**config.mk**
```make
export PLATFORM = sky130hd
export DESIGN_NAME = fir_mc_engine
export DESIGN_NICKNAME = d
export VERILOG_FILES = /design/src/rtl/fir_mc_engine_pkg.sv /design/src/rtl/fir_mc_engine_ch_delay_bank.sv /design/src/rtl/fir_mc_engine.sv
export SDC_FILE = /design/constraint.sdc
export NUM_CORES = 2
export LEC_CHECK = 0
export CORE_ASPECT_RATIO = 0.8
export CORE_UTILIZATION = 35
export DETAILED_ROUTE_END_ITERATION = 16
export PLACE_DENSITY = 0.52
export SLEW_MARGIN = 20
export SYNTH_ARGS = -nofsm -noshare
export SYNTH_HDL_FRONTEND = slang
export SYNTH_HIERARCHICAL = 1
export SYNTH_SLANG_ARGS = --single-unit
```
**constraint.sdc**
```tcl
create_clock -name clk -period 8.81 [get_ports clk]
set_input_delay 1.762 -clock clk [delete_from_list [all_inputs] [get_ports clk]]
set_output_delay 1.762 -clock clk [all_outputs]
set_load 0.01 [all_outputs]
```
**src/rtl/fir_mc_engine_pkg.sv**
```systemverilog
// Shared types and helpers for the multi-channel serial-MAC FIR engine.
package fir_pkg;

    typedef enum logic [1:0] {IDLE, MAC, DRAIN, OUT} fir_state_t;

    function automatic int fir_acc_w(input int bit_width, input int order);
        return 2 * bit_width + $clog2(order);
    endfunction

    // Clamp a signed value into the range of a signed field of the given width.
    function automatic logic signed [63:0] sat_to(input logic signed [63:0] v,
                                                  input int unsigned width);
        logic signed [63:0] hi;
        logic signed [63:0] lo;
        hi = (64'sd1 <<< (width - 1)) - 64'sd1;
        lo = -(64'sd1 <<< (width - 1));
        if (v > hi) return hi;
        if (v < lo) return lo;
        return v;
    endfunction

endpackage

```
**src/rtl/fir_mc_engine_ch_delay_bank.sv**
```systemverilog
// Per-channel sample delay lines: shift-in write port, combinational tap read.
module fir_ch_delay_bank #(
    parameter int NUM_CH    = 2,
    parameter int FIR_ORDER = 8,
    parameter int BIT_WIDTH = 16,
    localparam int CH_W     = (NUM_CH > 1) ? $clog2(NUM_CH) : 1,
    localparam int TAP_W    = $clog2(FIR_ORDER)
) (
    input  logic                        clk,
    input  logic                        rst,
    input  logic                        i_push,
    input  logic [CH_W-1:0]             i_push_ch,
    input  logic signed [BIT_WIDTH-1:0] i_push_data,
    input  logic                        i_flush,
    input  logic [CH_W-1:0]             i_rd_ch,
    input  logic [TAP_W-1:0]            i_rd_tap,
    output logic signed [BIT_WIDTH-1:0] o_rd_data
);

    logic signed [BIT_WIDTH-1:0] r_mem [NUM_CH][FIR_ORDER];

    always_ff @(posedge clk or negedge rst) begin
        if (!rst) begin
            for (int unsigned c = 0; c < NUM_CH; c++)
                for (int unsigned t = 0; t < FIR_ORDER; t++)
                    r_mem[c][t] <= '0;
        end else if (i_flush) begin
            for (int unsigned c = 0; c < NUM_CH; c++)
                for (int unsigned t = 0; t < FIR_ORDER; t++)
                    r_mem[c][t] <= '0;
        end else if (i_push) begin
            r_mem[i_push_ch][0] <= i_push_data;
            for (int unsigned t = 1; t < FIR_ORDER; t++)
                r_mem[i_push_ch][t] <= r_mem[i_push_ch][t-1];
        end
    end

    assign o_rd_data = r_mem[i_rd_ch][i_rd_tap];

endmodule

```
**src/rtl/fir_mc_engine.sv**
```systemverilog
// Multi-channel serial-MAC FIR engine with shared multiplier and writable coefficients.
// Optional output saturation and sticky sat_flag port enabled by `define FIR_SAT_EN.
module fir_mc_engine
    import fir_pkg::*;
#(
    parameter int BIT_WIDTH  = 16,
    parameter int FIR_ORDER  = 8,
    parameter int NUM_CH     = 2,
    parameter int OUT_WIDTH  = 16,
    parameter int COEF_FRAC  = 15,
    localparam int CH_W      = (NUM_CH > 1) ? $clog2(NUM_CH) : 1,
    localparam int TAP_W     = $clog2(FIR_ORDER)
) (
    input  logic                        clk,
    input  logic                        rst,
    input  logic                        in_valid,
    output logic                        in_ready,
    input  logic [CH_W-1:0]             in_ch,
    input  logic signed [BIT_WIDTH-1:0] in_data,
    input  logic                        coef_we,
    input  logic [TAP_W-1:0]            coef_addr,
    input  logic signed [BIT_WIDTH-1:0] coef_data,
    input  logic                        clear,
    output logic                        out_valid,
    input  logic                        out_ready,
    output logic [CH_W-1:0]             out_ch,
    output logic [OUT_WIDTH-1:0]        out_data,
    output logic                        busy,
    output logic                        ch_err
`ifdef FIR_SAT_EN
    ,
    output logic                        sat_flag
`endif
);

    localparam int ACC_W = fir_acc_w(BIT_WIDTH, FIR_ORDER);
    localparam int PW    = 2 * BIT_WIDTH;

    fir_state_t                  r_state, w_next;
    logic [TAP_W-1:0]            r_cnt;
    logic                        r_drain;
    logic [CH_W-1:0]             r_ch;
    logic signed [BIT_WIDTH-1:0] r_coef [FIR_ORDER];
    logic signed [BIT_WIDTH-1:0] r_x, r_c;
    logic signed [PW-1:0]        r_prod;
    logic signed [ACC_W-1:0]     r_acc;
    logic                        r_ch_err;

    logic                        w_ch_ok, w_hs, w_push;
    logic signed [BIT_WIDTH-1:0] w_rd;
    logic signed [PW-1:0]        w_x_ext, w_c_ext;
    logic signed [ACC_W-1:0]     w_acc_next;
    logic [OUT_WIDTH-1:0]        w_scaled;

    assign w_ch_ok = 32'(in_ch) < 32'(NUM_CH);
    assign w_hs    = in_valid && (r_state == IDLE) && !clear;
    assign w_push  = w_hs && w_ch_ok;
    assign ch_err  = r_ch_err;

    fir_ch_delay_bank #(
        .NUM_CH    (NUM_CH),
        .FIR_ORDER (FIR_ORDER),
        .BIT_WIDTH (BIT_WIDTH)
    ) u_bank (
        .clk         (clk),
        .rst         (rst),
        .i_push      (w_push),
        .i_push_ch   (in_ch),
        .i_push_data (in_data),
        .i_flush     (clear),
        .i_rd_ch     (r_ch),
        .i_rd_tap    (r_cnt),
        .o_rd_data   (w_rd)
    );

    always_ff @(posedge clk or negedge rst) begin
        if (!rst) r_state <= IDLE;
        else      r_state <= w_next;
    end

    always_comb begin
        w_next    = r_state;
        in_ready  = 1'b0;
        out_valid = 1'b0;
        busy      = 1'b1;
        unique case (r_state)
            IDLE: begin
                in_ready = 1'b1;
                busy     = 1'b0;
                if (in_valid && w_ch_ok) w_next = MAC;
            end
            MAC:   if (r_cnt == TAP_W'(FIR_ORDER - 1)) w_next = DRAIN;
            DRAIN: if (r_drain) w_next = OUT;
            OUT: begin
                out_valid = 1'b1;
                if (out_ready) w_next = IDLE;
            end
            default: w_next = IDLE;
        endcase
        if (clear) w_next = IDLE;
    end

    always_ff @(posedge clk or negedge rst) begin
        if (!rst) begin
            for (int unsigned k = 0; k < FIR_ORDER; k++) r_coef[k] <= '0;
        end else if (coef_we && r_state == IDLE) begin
            r_coef[coef_addr] <= coef_data;
        end
    end

    assign w_x_ext    = PW'(r_x);
    assign w_c_ext    = PW'(r_c);
    assign w_acc_next = r_acc + ACC_W'(r_prod);

`ifdef FIR_SAT_EN
    logic signed [63:0] w_shift64, w_sat64;
    logic               w_sat_hit, r_sat_flag;

    assign w_shift64 = 64'(w_acc_next >>> COEF_FRAC);
    assign w_sat64   = sat_to(w_shift64, OUT_WIDTH);
    assign w_sat_hit = (w_sat64 != w_shift64);
    assign w_scaled  = OUT_WIDTH'(w_sat64);
    assign sat_flag  = r_sat_flag;

    always_ff @(posedge clk or negedge rst) begin
        if (!rst)                                      r_sat_flag <= 1'b0;
        else if (clear)                                r_sat_flag <= 1'b0;
        else if (r_state == DRAIN && r_drain && w_sat_hit) r_sat_flag <= 1'b1;
    end
`else
    assign w_scaled = OUT_WIDTH'(w_acc_next >>> COEF_FRAC);
`endif

    // Operand fetch -> product -> accumulate; the last product lands on the final DRAIN edge,
    // so the output is taken from w_acc_next rather than r_acc.
    always_ff @(posedge clk or negedge rst) begin
        if (!rst) begin
            r_cnt    <= '0;
            r_drain  <= 1'b0;
            r_ch     <= '0;
            r_x      <= '0;
            r_c      <= '0;
            r_prod   <= '0;
            r_acc    <= '0;
            r_ch_err <= 1'b0;
            out_ch   <= '0;
            out_data <= '0;
        end else if (clear) begin
            r_cnt    <= '0;
            r_drain  <= 1'b0;
            r_x      <= '0;
            r_c      <= '0;
            r_prod   <= '0;
            r_acc    <= '0;
            r_ch_err <= 1'b0;
        end else begin
            r_ch_err <= 1'b0;
            unique case (r_state)
                IDLE: begin
                    if (w_push) begin
                        r_ch    <= in_ch;
                        r_cnt   <= '0;
                        r_drain <= 1'b0;
                        r_x     <= '0;
                        r_c     <= '0;
                        r_prod  <= '0;
                        r_acc   <= '0;
                    end else if (w_hs) begin
                        r_ch_err <= 1'b1;
                    end
                end
                MAC: begin
                    r_x    <= w_rd;
                    r_c    <= r_coef[r_cnt];
                    r_prod <= w_x_ext * w_c_ext;
                    r_acc  <= w_acc_next;
                    if (r_cnt != TAP_W'(FIR_ORDER - 1)) r_cnt <= r_cnt + 1'b1;
                end
                DRAIN: begin
                    r_prod  <= w_x_ext * w_c_ext;
                    r_acc   <= w_acc_next;
                    r_drain <= 1'b1;
                    if (r_drain) begin
                        out_data <= w_scaled;
                        out_ch   <= r_ch;
                    end
                end
                default: ;
            endcase
        end
    end

endmodule

```
Word level (Yosys, flattened, before mapping)

Index checks and enable logic that the tools add are counted.
W data, S select, Z words.

Bits in read-only memories: 0
Memories: 0
Logic and storage cells: 146
Register bits after elaboration: 507
Output and inout bits: 21
Bits in writable memories: 0
Latch bits: 0
Input port bits: 42

Bitwise gates (word level): 5
Shift-type cells: 0
Magnitude comparators: 6
Reductions and logical operators: 19
$add $sub $neg: 2
Muxes and demuxes: 68
Div/mod/pow operators: 0
$mul: 1
Equality and inequality tests: 11

Operators with widths:

| operator             | number |
|---|---|
| $bwmux W256          | 8 |
| $demux W128 S1       | 8 |
| $mux W128            | 7 |
| $mux W256            | 2 |
| $mux W16             | 9 |
| $bwmux W128          | 1 |
| $mux W112            | 1 |
| $bmux W16 S3         | 2 |
| $mux W32             | 3 |
| $mux W96             | 1 |
| $mux W80             | 1 |
| $mux W35             | 2 |
| $pmux W35 S2         | 1 |
| $mux W64             | 1 |
| $pmux W16 S2         | 2 |
| $pmux W32 S2         | 1 |
| $demux W16 S3        | 1 |
| $mux W48             | 1 |
| $add A35 B32 Y35     | 1 |
| $mul A16 B16 Y32     | 1 |
| $ne A3 B3 Y1 const B | 6 |
| $mux W2              | 5 |
| $mux W3              | 3 |
| $reduce_and A3 Y1    | 3 |
| other kinds (24)     | 41 |

Longest topological paths before layout

Depth after elaboration: 15
Mapped depth: 24
Gate-level depth less buffers: 22

Cells and area by module

Netlist, hierarchy kept.

By module, submodules not included:

| module            | area each (um^2) | cells each | sequential area each (um^2) | instances |
|---|---|---|---|---|
| fir_mc_engine     | 21065.2          | 1977       | 6155.9                      | 1 |
| fir_ch_delay_bank | 10903.0          | 710        | 6406.1                      | 1 |

Worst setup path after synthesis

OpenSTA, ideal clock, no wires.

Kind: register -> register
Start point: register r_x[15]
End point: register r_prod[30]
Arrival: 6.108 ns
Setup slack: 2.573 ns
Setup time: 0.129 ns
Data required time: 8.681 ns
Clock period less this slack: 6.237 ns
Cell stages (with the launch flop): 24
Buffers on the path: 2
Path through: dfrtp_1 > clkbuf_1 > clkbuf_1 > nand2_1 > inv_1 > fa_1 > inv_1 > fa_1 > inv_1 > fa_1 > fa_1 > fa_1 > inv_1 > fa_1 > inv_1 > ha_1 > and4_1 > and3_1 > nand3_1 > o22ai_2 > or4_1 > a31oi_1 > xnor2_1 > o21ai_1

Longest elaborated chain between the ends: 3

RTL lines:

| what                   | RTL line                                   | RTL |
|---|---|---|
| from (decl)            | fir_mc_engine.sv:44                        | `logic signed [BIT_WIDTH-1:0] r_x, r_c;` |
| from (signal assigned) | fir_mc_engine.sv:173                       | `r_x <= w_rd;` |
| $mul A16 B16 Y32       | fir_mc_engine.sv:175, fir_mc_engine.sv:180 |  |
| $pmux W32 S2           | fir_mc_engine.sv:158                       | `unique case (r_state)` |
| $mux W32               | fir_mc_engine.sv:148                       | `end else if (clear) begin` |
| to (signal assigned)   | fir_mc_engine.sv:175                       | `r_prod <= w_x_ext * w_c_ext;` |
| to (signal assigned)   | fir_mc_engine.sv:180                       | `r_prod <= w_x_ext * w_c_ext;` |
| to (decl)              | fir_mc_engine.sv:45                        | `logic signed [PW-1:0] r_prod;` |

No other way between the ends.
A chain may end at the register's enable or synchronous reset.

Final worst setup path

Start point: register r_x[10]
End point: register r_prod[25]

The elaborated chain is that of the path after synthesis.

==> flow_summary.toml <==
[outcome]
outcome = "finished, final reports clean"

[place]
portBuffers = 61
place_area_um2 = 33700
place_congestion = 0.855
place_inst = 3816
place_ws_ns = 2.12
dp_hpwl_um = 52100

[power]
irDropWorstVdd_uv = 164
power.density_nw_per_um2 = 191
leakagePower_nw = 16.5
power.total_mw = 6.79

[clock_network]
clkTransAtPathRegs_ns = 0.06
cts.repair.resized = 0
cts_hold_buf = 0
cts_max_path_buffers = 3
cts_buffers = 53
post-cts-setup-buffers = 0
clockRootBuffer = "clkbuf_16"
cts_tree = "yes"
insertion_delay_ns = 0.61
cts_max_level = 2
cts.sinks = 502

[sta]
whs_ns = 0.480
finalSetupTns_ns = 0
slew_headroom = 0.217
final_hold_viol_count = 0
finalCriticalPeriod_ns = 6.80
finalWorstSetupSlack_ns = 2.01
rsz0062_at_grt = "no"
period_share = 0.772
max_freq_mhz = 147
worstMarginPinSlew_ns = 1.17
setup-violations-final = 0
slew_viol_final = 0
skew_ns = 0.0218

[yosys]
synth_seq_cells = 502
synthCells = 2687
ys_seq_area_frac = 0.393
synthesis.area_um2 = 32000
avgSynthCellArea_um2 = 11.9
ys_types = 71
synth_nets = 3103
yosysWarnings = 6
async_flop_share = 1.00
yosys_most_used_dff = "dfrtp_1"
synth_edf_count = 0

[floorplanning]
fp-row-count = 98
ios = 63
core_um2 = 89900
die_x_um = 340
start_util = 0.356
dieArea_um2 = 92600
die-height_um = 272

[setup_path]
worstSetupPathType = "flop to flop"
cp_data_arrival_time_ns = 7.26
startpoint_type = "flop"
worstPathRequired_ns = 9.27
cp-end-kind = "flop"
cp_max_fo = 17

[finish]
final_layout_size_suffix_gt1_frac = 0.134
final_nets = 3089
stdcell_count = 3917
area_growth_pct = 11.3
final_area_um2 = 35600
final_util = 0.396

[global_route]
grt_max_degree = 185
antenna_found_initial = 4
grt_use_total = 0.172
overflow = 0
grt_first_pass_wirelength_um = 127000
grt_pass1_vias = 21473

[detailed_routing]
initialDrtViolationCount = 1502
drc = 0
wire_per_inst_um = 19.8
vias_per_cell = 5.23
postRouteAntennaNets = 0
dr.pass1.iters = 6
routed-via-count = 20498
wirelength_um = 77500

[min_path]
min_path_type = "flop to flop"

[flow_run]
drv_cap = 0
-- layout make-up --
cell class,instances,area [µm²]
Sequential cell,502,12600
Antenna cell,1,2.50
Timing Repair Buffer,88,871
Clock inverter,27,402
Clock buffer,71,1440
Multi-Input combinational cell,1729,17700
Inverter,299,1120
Fill cell,8584,54300
Tap cell,1200,1500
-- where the power goes --
| part | total [mW] | internal [mW] | switching, mW | leakage [nW] |
|---|---|---|---|---|
| sequential | 2.97 | 2.64 | 0.325 | 6.75 |
| combinational | 1.45 | 0.699 | 0.755 | 8.91 |
| clock | 2.37 | 1.40 | 0.968 | 0.887 |
| total | 6.79 | 4.74 | 2.05 | 16.5 |
-- metal layers --
metal / vias up / GRT usage / wire [µm]
met4: 6 / 0.0335 / 1220
met3: 80 / 0.0276 / 3830
met2: 474 / 0.250 / 32700
met5: - / 0 / 41
met1: 10652 / 0.267 / 39800
li1: 9286 / - / -
-- cells in the final DEF (no fill, tap or decap), drive strengths merged, types with 8 or more instances in the layout --
master         Yosys  routed
clkbuf            95      71
clkdlybuf4s50      0      60
and2             119     119
mux2i             17      17
a21oi             47      47
xor2              27      27
nand2            247     247
nand3              9       9
a21o              21      21
nor2b             12      12
xnor2             33      33
nor2              45      45
o21ai            113     113
bufinv             0       8
fa               257     257
a31oi              9       9
ha               117     117
a22o             285     285
dfrtp            502     502
a22oi             32      32
a211oi            13      13
inv              299     302
buf               62      28
nand2b            15      15
clkinv             0      11
mux2             132     132
mux4              96      96
o21bai             9       9
nor3              14      14
-- cell usage after synthesis (14+ instances only) --
library cell / count / area share
dfrtp_1: 502 / 0.39
inv_1: 298 / 0.035
a22o_1: 285 / 0.078
fa_1: 257 / 0.16
nand2_1: 247 / 0.029
mux2_2: 132 / 0.046
and2_1: 119 / 0.023
ha_1: 117 / 0.046
o21ai_0: 104 / 0.016
clkbuf_1: 95 / 0.011
mux4_2: 90 / 0.063
a21oi_1: 47 / 0.0074
nor2_1: 45 / 0.0053
buf_2: 33 / 0.0052
xnor2_1: 33 / 0.0090
a22oi_1: 32 / 0.0075
xor2_1: 27 / 0.0074
a21o_1: 21 / 0.0049
mux2i_1: 17 / 0.0053
nand2b_1: 15 / 0.0029
buf_1: 14 / 0.0016
nor3_1: 14 / 0.0022
-- state kept, by name (all words and copies together), names as in the netlist --
name	cells
r_ch	1
u_bank/r_mem	256
r_acc	31
r_coef	128
r_drain	1
r_x	16
r_state	2
out_ch	1
r_c	16
out_data	16
r_cnt	3
r_prod	31
-- worst max-delay path: stages, from the launching register on --
cell and delay [ns]:
dfrtp_1 0.84, nand2_1 0.19, fa_1 0.54, fa_1 0.46, fa_1 0.57, inv_1 0.06
fa_1 0.49, fa_1 0.49, inv_1 0.05, fa_1 0.47, inv_1 0.04, ha_1 0.34
a21oi_1 0.18, o21ai_0 0.13, a211oi_1 0.27, nor2_1 0.12, o41ai_2 0.55, o21bai_1 0.21
a2111oi_0 0.54, o21ai_1 0.13
-- kinds of logic (layout without fill, tap and decap cells) --
| logic type | count (synthesis) | count (layout) | share of synthesized area |
|---|---|---|---|
| AO/OA/AOI/OAI | 566 | 566 | 0.134 |
| flip-flops | 502 | 502 | 0.393 |
| AND/OR/NAND/NOR | 483 | 483 | 0.0716 |
| buffers and inverters | 456 | 485 | 0.0584 |
| adder cells (fa/ha/maj) | 374 | 374 | 0.207 |
| multiplexers | 245 | 245 | 0.120 |
| XOR/XNOR | 60 | 60 | 0.0164 |
| other | 1 | 2 | 0.000117 |
-- worst paths after layout --
check,startpoint,to,slack [ns],cells after the start
hold reg to reg,out_data[9],out_data[9],0.48,2
hold / removal,out_data[9],out_data[9],0.48,2
setup reg to reg,r_x[10],r_prod[25],2.01,19
setup / recovery,r_x[10],r_prod[25],2.01,19
min in group asynchronous,rst,r_prod[7],1.16,1
max in group asynchronous,rst,r_cnt[0],6.11,2
Note: power is estimated with default switching activity, not from simulation.
